[config.mk]
export PLATFORM = sky130hd
export DESIGN_NAME = freq_calc
export DESIGN_NICKNAME = d
export VERILOG_FILES = /design/src/rtl/freq_calc.sv
export SDC_FILE = /design/constraint.sdc
export NUM_CORES = 1
export LEC_CHECK = 0
export ABC_CLOCK_PERIOD_IN_PS = 6300
export CAP_MARGIN = 20
export CORE_MARGIN = 5
export CORE_UTILIZATION = 62
export DETAILED_ROUTE_END_ITERATION = 12
export MAX_ROUTING_LAYER = met4
export PLACE_DENSITY = 0.85
export SKIP_CTS_REPAIR_TIMING = 1
export SLEW_MARGIN = 40
export SYNTH_ARGS = -nofsm -noshare
export SYNTH_HDL_FRONTEND = slang
export SYNTH_SLANG_ARGS = --single-unit
[constraint.sdc]
create_clock -name clk_200M -period 6.3 [get_ports clk_200M]
set_clock_uncertainty 0.05 [all_clocks]
set_input_delay 1.26 -clock clk_200M [delete_from_list [all_inputs] [get_ports clk_200M]]
set_output_delay 1.26 -clock clk_200M [all_outputs]
set_load 0.03 [all_outputs]
[src/rtl/freq_calc.sv]
// Frequency calculator: rounds sig_cnt * REF_FREQ_HZ / ref_cnt to whole Hz using a
// sequential shift-add multiplier and a restoring divider, then strobes the result.
module freq_calc #(
    parameter logic [31:0] REF_FREQ_HZ = 32'd100_000_000
) (
    input  logic        clk_200M,
    input  logic        rst_n,
    input  logic [31:0] sig_cnt,
    input  logic [31:0] ref_cnt,
    input  logic        start,
    output logic        busy,
    output logic        freq_valid,
    output logic [31:0] freq_hz,
    output logic        ovf,
    output logic        div_err,
    output logic [1:0]  state_dbg_o
);

    typedef enum logic [1:0] {
        S_IDLE = 2'd0,
        S_MUL  = 2'd1,
        S_DIV  = 2'd2,
        S_DONE = 2'd3
    } state_t;

    state_t      state_q, state_d;
    logic [5:0]  cnt_q, cnt_d;
    logic [31:0] a_q, a_d;
    logic [31:0] d_q, d_d;
    logic [31:0] last_sig_q, last_sig_d;
    logic [31:0] last_ref_q, last_ref_d;
    logic [63:0] mcand_q, mcand_d;
    // acc holds the product, then the numerator being shifted out while quotient bits shift in
    logic [63:0] acc_q, acc_d;
    logic [63:0] rem_q, rem_d;
    logic        busy_q, busy_d;
    logic        valid_q, valid_d;
    logic [31:0] hz_q, hz_d;
    logic        ovf_q, ovf_d;
    logic        err_q, err_d;

    logic        trig;
    logic [64:0] rem_shift;
    logic [64:0] rem_sub;
    logic        rem_ge;
    logic [63:0] mul_add;
    logic [63:0] round_add;

    always_comb begin
        state_d    = state_q;
        cnt_d      = cnt_q;
        a_d        = a_q;
        d_d        = d_q;
        last_sig_d = last_sig_q;
        last_ref_d = last_ref_q;
        mcand_d    = mcand_q;
        acc_d      = acc_q;
        rem_d      = rem_q;
        busy_d     = busy_q;
        valid_d    = 1'b0;
        hz_d       = hz_q;
        ovf_d      = ovf_q;
        err_d      = err_q;

        trig      = start | (sig_cnt != last_sig_q) | (ref_cnt != last_ref_q);
        mul_add   = a_q[0] ? mcand_q : 64'd0;
        round_add = (cnt_q == 6'd31) ? {33'd0, d_q[31:1]} : 64'd0;

        // Remainder stays below d (< 2^32), so bit 64 of the difference is a clean borrow.
        rem_shift = {rem_q, acc_q[63]};
        rem_sub   = rem_shift - {33'd0, d_q};
        rem_ge    = ~rem_sub[64];

        case (state_q)
            S_IDLE: begin
                if (trig) begin
                    a_d        = sig_cnt;
                    d_d        = ref_cnt;
                    last_sig_d = sig_cnt;
                    last_ref_d = ref_cnt;
                    acc_d      = 64'd0;
                    mcand_d    = {32'd0, REF_FREQ_HZ};
                    cnt_d      = 6'd0;
                    busy_d     = 1'b1;
                    state_d    = S_MUL;
                end
            end
            S_MUL: begin
                acc_d   = acc_q + mul_add + round_add;
                a_d     = a_q >> 1;
                mcand_d = mcand_q << 1;
                cnt_d   = cnt_q + 6'd1;
                if (cnt_q == 6'd31) begin
                    cnt_d   = 6'd0;
                    rem_d   = 64'd0;
                    state_d = S_DIV;
                end
            end
            S_DIV: begin
                rem_d = rem_ge ? rem_sub[63:0] : rem_shift[63:0];
                acc_d = {acc_q[62:0], rem_ge};
                cnt_d = cnt_q + 6'd1;
                if (cnt_q == 6'd63) begin
                    state_d = S_DONE;
                end
            end
            S_DONE: begin
                if (d_q == 32'd0) begin
                    hz_d  = 32'd0;
                    ovf_d = 1'b0;
                    err_d = 1'b1;
                end else if (acc_q[63:32] != 32'd0) begin
                    hz_d  = 32'hFFFF_FFFF;
                    ovf_d = 1'b1;
                    err_d = 1'b0;
                end else begin
                    hz_d  = acc_q[31:0];
                    ovf_d = 1'b0;
                    err_d = 1'b0;
                end
                valid_d = 1'b1;
                busy_d  = 1'b0;
                state_d = S_IDLE;
            end
            default: state_d = S_IDLE;
        endcase
    end

    always_ff @(posedge clk_200M or negedge rst_n) begin
        if (!rst_n) begin
            state_q    <= S_IDLE;
            cnt_q      <= 6'd0;
            a_q        <= 32'd0;
            d_q        <= 32'd0;
            last_sig_q <= 32'd0;
            last_ref_q <= 32'd0;
            mcand_q    <= 64'd0;
            acc_q      <= 64'd0;
            rem_q      <= 64'd0;
            busy_q     <= 1'b0;
            valid_q    <= 1'b0;
            hz_q       <= 32'd0;
            ovf_q      <= 1'b0;
            err_q      <= 1'b0;
        end else begin
            state_q    <= state_d;
            cnt_q      <= cnt_d;
            a_q        <= a_d;
            d_q        <= d_d;
            last_sig_q <= last_sig_d;
            last_ref_q <= last_ref_d;
            mcand_q    <= mcand_d;
            acc_q      <= acc_d;
            rem_q      <= rem_d;
            busy_q     <= busy_d;
            valid_q    <= valid_d;
            hz_q       <= hz_d;
            ovf_q      <= ovf_d;
            err_q      <= err_d;
        end
    end

    assign busy        = busy_q;
    assign freq_valid  = valid_q;
    assign freq_hz     = hz_q;
    assign ovf         = ovf_q;
    assign div_err     = err_q;
    assign state_dbg_o = state_q;

endmodule

==> flow_summary_export.csv <==
group,metric,value,unit
clock_network,cts_tree,"built",
synthesis,yosysTopAreaCell,"dfrtp_1",
synthesis,synth.area.top_cells,"dfrtp_1 (37%), ha_1 (8.0%), o21ai_0 (5.1%)",
pwr,peakVddDrop,0.000496,V
synthesis,synth_edf_count,0,
timing,holdWs,0.432,ns
floorplanning,start_util,63.1,%
floorplanning,die_h,198,µm
clock_network,cts_sinks,324,
grt,grt_max_degree,139,
floorplanning,die_w,198,µm
finish,layout.cells.most_common,"dfrtp_1",
grt,grt_usage,32.8,%
synthesis,syn-num-nets,2683,
synthesis,syn_avg_cell_area,8.91,µm²
clock_network,numCtsBuffers,37,
clock_network,root_buffer,"clkbuf_16",
pwr,switching_share,37.1,%
clock_network,cts_max_level,2,
route,drt-initial-drc-count,1743,
floorplanning,rows,68,
setup_path,cp_data_required_time,6.64,ns
finish,drive_gt1_share,7.19,%
route,drt-pass1-iter-count,6,
finish,final_cell_mix,"dfrtp_1 (322), nand2_1 (277), o21ai_0 (221)",
synthesis,ys.flop_type,"dfrtp_1",
synthesis,syn-instance-count,2451,
placement,dp.final_hpwl,45300,µm
timing,slew_headroom,46.0,%
pwr,power_frac_clock,28.0,%
route,vias,19093,
pwr,total_power,7600,µW
grt,grt_pass1_vias,18823,
finish,layout.nets,2713,
setup_path,criticalPathCategory,"flip-flop to flip-flop",
pwr,cellPowerDensity,310,mW/mm²
clock_network,clk_pin_slew,0.06,ns
synthesis,synth-async-reset-ratio,100,%
timing,setup_viol,0,
grt,grt_pass1_wl,101000,µm
timing,tns,0,ns
floorplanning,dieArea,0.0391,mm²
synthesis,netlist_area,0.0218,mm²
floorplanning,io_pins,105,
pwr,p_sw,2820,µW
timing,fmax,0.184,GHz
clock_network,cts_buffer_depth,3,
synthesis,ys_warn_count,0,
pwr,p_comb_share,37.3,%
route,vias_per_cell,6.45,
placement,gp_congestion,1.01,
setup_path,end_kind,"flip-flop",
finish,area_growth,12.0,%
synthesis,ys_seq_elements,324,
finish,fill_cells,2575,
pwr,p_int,4780,µW
setup_path,start_kind,"flip-flop",
route,detail-route-antenna-nets,0,
timing,fin_ws,0.874,ns
timing,drv_slew,0,
timing,rsz0062_at_grt,"false",
placement,place_ws,1.03,ns
run_status,status,"completed",
synthesis,synth_top_cell_area_share,37.1,%
placement,io_buffers,104,
timing,finalCritPeriodShare,86.1,%
pwr,p_leak,0.0109,µW
route,wl,62800,µm
timing,hold_viol_final,0,
pwr,p_seq_share,34.8,%
hold_path,hp-class,"flip-flop to flip-flop",
grt,grt-ovfl-total,0,
synthesis,synth.distinct_cells,92,
setup_path,worstPathArrival,5.76,ns
floorplanning,core-area,0.0346,mm²
route,routedWlPerCell,21.2,µm
clock_network,clk_latency,0.56,ns
run,drv_cap,0,
route,drc,0,
timing,tightest_slew,0.798,ns
synthesis,ys_seq_area_share,37.1,%
timing,fin_crit,5.43,ns
setup_path,cp_max_fo,31,
grt,antenna_found_initial,1,
==> final timing paths <==
kind	from	cells after the start	slack [ns]	endpoint
max	cnt_q[0]$_DFFE_PN0P_	19	0.87	acc_q[53]$_DFFE_PN0P_
max in group asynchronous	rst_n	2	4.62	a_q[0]$_DFFE_PN0P_
max reg2reg	cnt_q[0]$_DFFE_PN0P_	19	0.87	acc_q[53]$_DFFE_PN0P_
min	a_q[18]$_DFFE_PN0P_	2	0.43	a_q[18]$_DFFE_PN0P_
min reg2reg	a_q[18]$_DFFE_PN0P_	2	0.43	a_q[18]$_DFFE_PN0P_
min in group asynchronous	rst_n	1	0.53	mcand_q[44]$_DFFE_PN0P_
==> state kept, by name, summed over array words and instances, names as in the netlist, 2 cells and up <==
name and flops:
acc_q 64, rem_q 64, cnt_q 6, a_q 32, last_sig_q 32, mcand_q 56, last_ref_q 32, freq_hz 32
state_dbg_o 2
==> metal layers <==
| layer | routed length (µm) | global-route usage, % | vias to the layer above |
|---|---|---|---|
| li1 | - | - | 8835 |
| met1 | 26700 | 43.6 | 9319 |
| met2 | 29200 | 50.9 | 774 |
| met3 | 4780 | 6.21 | 165 |
| met4 | 2170 | 11.5 | 0 |
| met5 | 0 | - | - |
==> through the flow <==
step	instance area, µm²	utilization [%]	cells
floorplan	21800	-	2451
detailed placement	23200	67.1	2896
finish	24500	70.7	2961
global placement	23200	66.9	2893
global route	24500	70.7	2959
CTS	24400	70.5	2957
==> layout make-up <==
type                            count  area (µm²)  area share, %
Clock buffer                       55        1120           4.56
Timing Repair Buffer              129        1320           5.39
Clock inverter                      6        65.1          0.266
Multi-Input combinational cell   1869       12800           52.4
Sequential cell                   324        8110           33.2
Antenna cell                        3        7.51         0.0307
Inverter                          120         450           1.84
Tap cell                          455         569           2.33
==> power by group through the flow <==
stage          clock network [µW]  logic (µW)  registers (µW)
4_1_cts                      2160        2810            2630
6_report                     2130        2830            2640
2_1_floorplan                   0        2200            2540
3_3_place_gp                    0        2700            2650
3_5_place_dp                    0        2780            2660
5_1_grt                      2240        3150            2670
==> synth_stat cells, types with 9 or more instances <==
cell type	count
dfrtp_1	324
nand2_1	278
o21ai_0	221
nor2_1	180
a21oi_1	146
ha_1	140
xnor2_1	123
clkbuf_1	118
inv_1	118
and2_1	60
a22o_1	52
mux2_2	50
nand4_1	45
xor2_1	43
o22ai_1	42
mux2i_1	35
a22oi_1	34
nor4_1	33
nand3_1	31
a21o_1	28
nor3_1	26
fa_1	25
o21ai_1	24
o21bai_1	18
a221oi_1	17
nand2b_1	17
o31ai_1	17
a31oi_1	16
or3_1	15
o221ai_1	14
and3_1	12
a211oi_1	11
buf_2	10
o21a_1	10
nor2b_1	9
==> cell families (layout without fill, tap and decap cells) <==
group / after synthesis / in the layout / share of synthesized area (%)
and+or+nand+nor: 743 / 743 / 16.4
DFF: 324 / 324 / 37.1
buffers and inverters: 258 / 310 / 4.56
adders and majority gates: 165 / 165 / 10.3
AOI/OAI and AO/OA: 709 / 709 / 20.7
muxes: 85 / 85 / 4.18
xor gates and xnor gates: 167 / 167 / 6.73
other: 0 / 3 / 0
==> critical path, cell delays in order (launching register included) <==
cell and delay [ns]:
dfrtp_1 0.41, ha_1 0.23, and3_1 0.22, nand2_1 0.09, or2_2 0.53, nor2_1 0.09
ha_1 0.30, ha_1 0.24, fa_1 0.44, a211oi_1 0.34, o21ai_0 0.24, a21oi_1 0.25
or2_2 0.17, o21ai_0 0.08, buf_4 0.18, a21oi_1 0.50, o32ai_1 0.24, or2_2 0.35
xnor2_1 0.15, o221ai_1 0.14
(Power assumes the default switching activity.)
==> edit (same flow settings) <==
Add an input register stage for `sig_cnt`, `ref_cnt` and `start`; this delays them by one clock.
--- a/src/rtl/freq_calc.sv
+++ b/src/rtl/freq_calc.sv
@@ -22,6 +22,16 @@
         S_DIV  = 2'd2,
         S_DONE = 2'd3
     } state_t;
+
+    logic [31:0] sig_cnt_q;
+    logic [31:0] ref_cnt_q;
+    logic start_q;
+
+    always_ff @(posedge clk_200M) begin
+        sig_cnt_q <= sig_cnt;
+        ref_cnt_q <= ref_cnt;
+        start_q   <= start;
+    end
 
     state_t      state_q, state_d;
     logic [5:0]  cnt_q, cnt_d;
@@ -62,7 +72,7 @@
         ovf_d      = ovf_q;
         err_d      = err_q;
 
-        trig      = start | (sig_cnt != last_sig_q) | (ref_cnt != last_ref_q);
+        trig      = start_q | (sig_cnt_q != last_sig_q) | (ref_cnt_q != last_ref_q);
         mul_add   = a_q[0] ? mcand_q : 64'd0;
         round_add = (cnt_q == 6'd31) ? {33'd0, d_q[31:1]} : 64'd0;
 
@@ -74,10 +84,10 @@
         case (state_q)
             S_IDLE: begin
                 if (trig) begin
-                    a_d        = sig_cnt;
-                    d_d        = ref_cnt;
-                    last_sig_d = sig_cnt;
-                    last_ref_d = ref_cnt;
+                    a_d        = sig_cnt_q;
+                    d_d        = ref_cnt_q;
+                    last_sig_d = sig_cnt_q;
+                    last_ref_d = ref_cnt_q;
                     acc_d      = 64'd0;
                     mcand_d    = {32'd0, REF_FREQ_HZ};
                     cnt_d      = 6'd0;
Formal check against the unedited RTL: not equivalent (a bounded check fails within 4 cycles, from zero or initial values and one cycle with rst_n low).
==> edit against the original RTL <==
- sequential share of layout area increased by 3.4 points
- non-clock buffer count is 2 lower
- count of clock-buffer cells in the layout up 5
- setup slack gained 26 ps
- final area grew 5.2%
- sequential cell count grew 65
- global-route usage decreased by 0.48 points
- area after synthesis is 4.6% higher
- final cell count grew 3.2%
- hold slack worse by 0.67 ps
- power fell by 7.7%
- routed wire length rose by 3.2%
==> edit: results (changes against the original RTL) <==
stage,metric,value,unit,change
global_routing,largest net degree at the start of global routing,106,,was 139
drt,Post-Route WL,64.8,mm,was 62.8 mm
finish,share of layout cells above drive strength 1,6.14,%,was 7.19%
finish,antenna diode count,0,,was 3
finish,footprint of the multi-input gates,12500,um^2,"was 12,800 um^2"
placed_design,Placer Congestion,0.971,,was 1.01
finish,Multi-In Gates,1872,,"was 1,869"
yosys,Mapped Nets,2754,,"was 2,683"
finish,ClkCell Share,5.65,%,was 4.83%
power_and_ir_drop,Static Leak,11.6,nW,was 10.9 nW
placed_design,DP Wirelength,46.8,mm,was 45.3 mm
drt,vias after detailed routing,19300,,was 19.1k
timing,pin slew with the least headroom to its limit,860,ps,was 798 ps
global_routing,grt met1 use,41.8,%,was 43.6%
global_routing,initial antenna violation count,0,,was 1
finish,Non-clk bufs,127,,was 129
yosys,Post-synth ARST share,83.3,%,was 100%
finish,clkbuf count,60,,was 55
finish,Final non-clock buffer share,5.09,%,was 5.39%
critical_path,FF-to-FF End,acc_q[57],,was acc_q[53]
min_path,hold path endpoint,last_ref_q[31],,was a_q[18]
global_routing,gr usage total,32.3,%,was 32.8%
run_status,status,completed,,unchanged
critical_path,reg2reg setup slack,900,ps,was 870 ps
global_routing,met3 usage,4.93,%,was 6.21%
yosys,post-synth cell types,77,,was 92
global_routing,global-route wire length before repair,104,mm,was 101 mm
clock_network,Sink Count,389,,was 324
finish,fill cell count,2733,,"was 2,575"
power_and_ir_drop,Max IR drop VDD,235,uV,was 496 uV
clock_network,CTS buffer count,42,,was 37
power_and_ir_drop,Sw Ratio,31.2,%,was 37.1%
clock_network,Worst-Skew Late Latency,590,ps,was 560 ps
finish,inverter count,123,,was 120
finish,Seq area share,36.5,%,was 33.2%
yosys,"top cells by area, synth","dfrtp_1 35%, ha_1 7.7%, dfxtp_1 5.7%, o21ai_0 5.3%, nand2_1 5.1%",,"was dfrtp_1 37%, ha_1 8.0%, o21ai_0 5.1%, xnor2_1 4.9%, nand2_1 4.8%"
yosys,sequential fraction of the synthesis area,41.2,%,was 37.1%
[edit: metrics by stage]
stage	instances	instance area, um^2	hold slack (ps)	worst slack [ps]
5_1_grt	3057	25800	465	507
2_1_floorplan	2522	22900	383	1670
6_report	3057	25800	431	900
3_5_place_dp	2978	24300	421	1010
3_3_place_gp	2973	24200	412	1070
4_1_cts	3056	25700	431	976
[edit: kinds of logic after synthesis]
logic type | count (synthesis) | synth area share, %
AND/OR/NAND/NOR | 768 | 15.7
multiplexers | 78 | 3.54
buffers and inverters | 261 | 4.41
adder cells (fa/ha/maj) | 165 | 9.86
flip-flops | 389 | 41.2
XOR/XNOR | 166 | 6.44
AO/OA/AOI/OAI | 695 | 18.9
[edit: power groups by stage]
stage	sequential, mW	combinational (mW)	clock [mW]
after global placement	2.99	1.40	0
after CTS	2.95	1.45	2.62
after detailed placement	2.99	1.43	0
after global routing	2.98	1.64	2.72
final	2.96	1.47	2.59
after floorplan	2.90	1.07	0
[edit: worst max-delay path, delay by kind of cell, from the launching register on]
kind | cells | cell delay (ps)
compound gates | 8 | 2020
xor+xnor | 1 | 180
fa+ha+maj | 4 | 1230
flops | 1 | 400
simple gates | 6 | 1350
[edit: how the worst max path moves through the flow]
stage / start / depth (start not counted) / slack [ps] / endpoint
after floorplan: cnt_q[0] / 21 / 1670 / acc_q[51]
after global placement: cnt_q[0] / 19 / 1070 / acc_q[61]
after detailed placement: cnt_q[0] / 18 / 1010 / acc_q[56]
after CTS: cnt_q[0] / 18 / 980 / acc_q[56]
after global routing: cnt_q[0] / 19 / 510 / acc_q[57]
final: cnt_q[0] / 19 / 900 / acc_q[57]
[edit: per-layer routing]
metal	share of wire [%]	routed length, um	up-vias
met5	0	0	-
met4	4.2	2690	0
met3	6.5	4220	159
met2	47	30700	765
met1	42	27200	9425
li1	-	-	8940
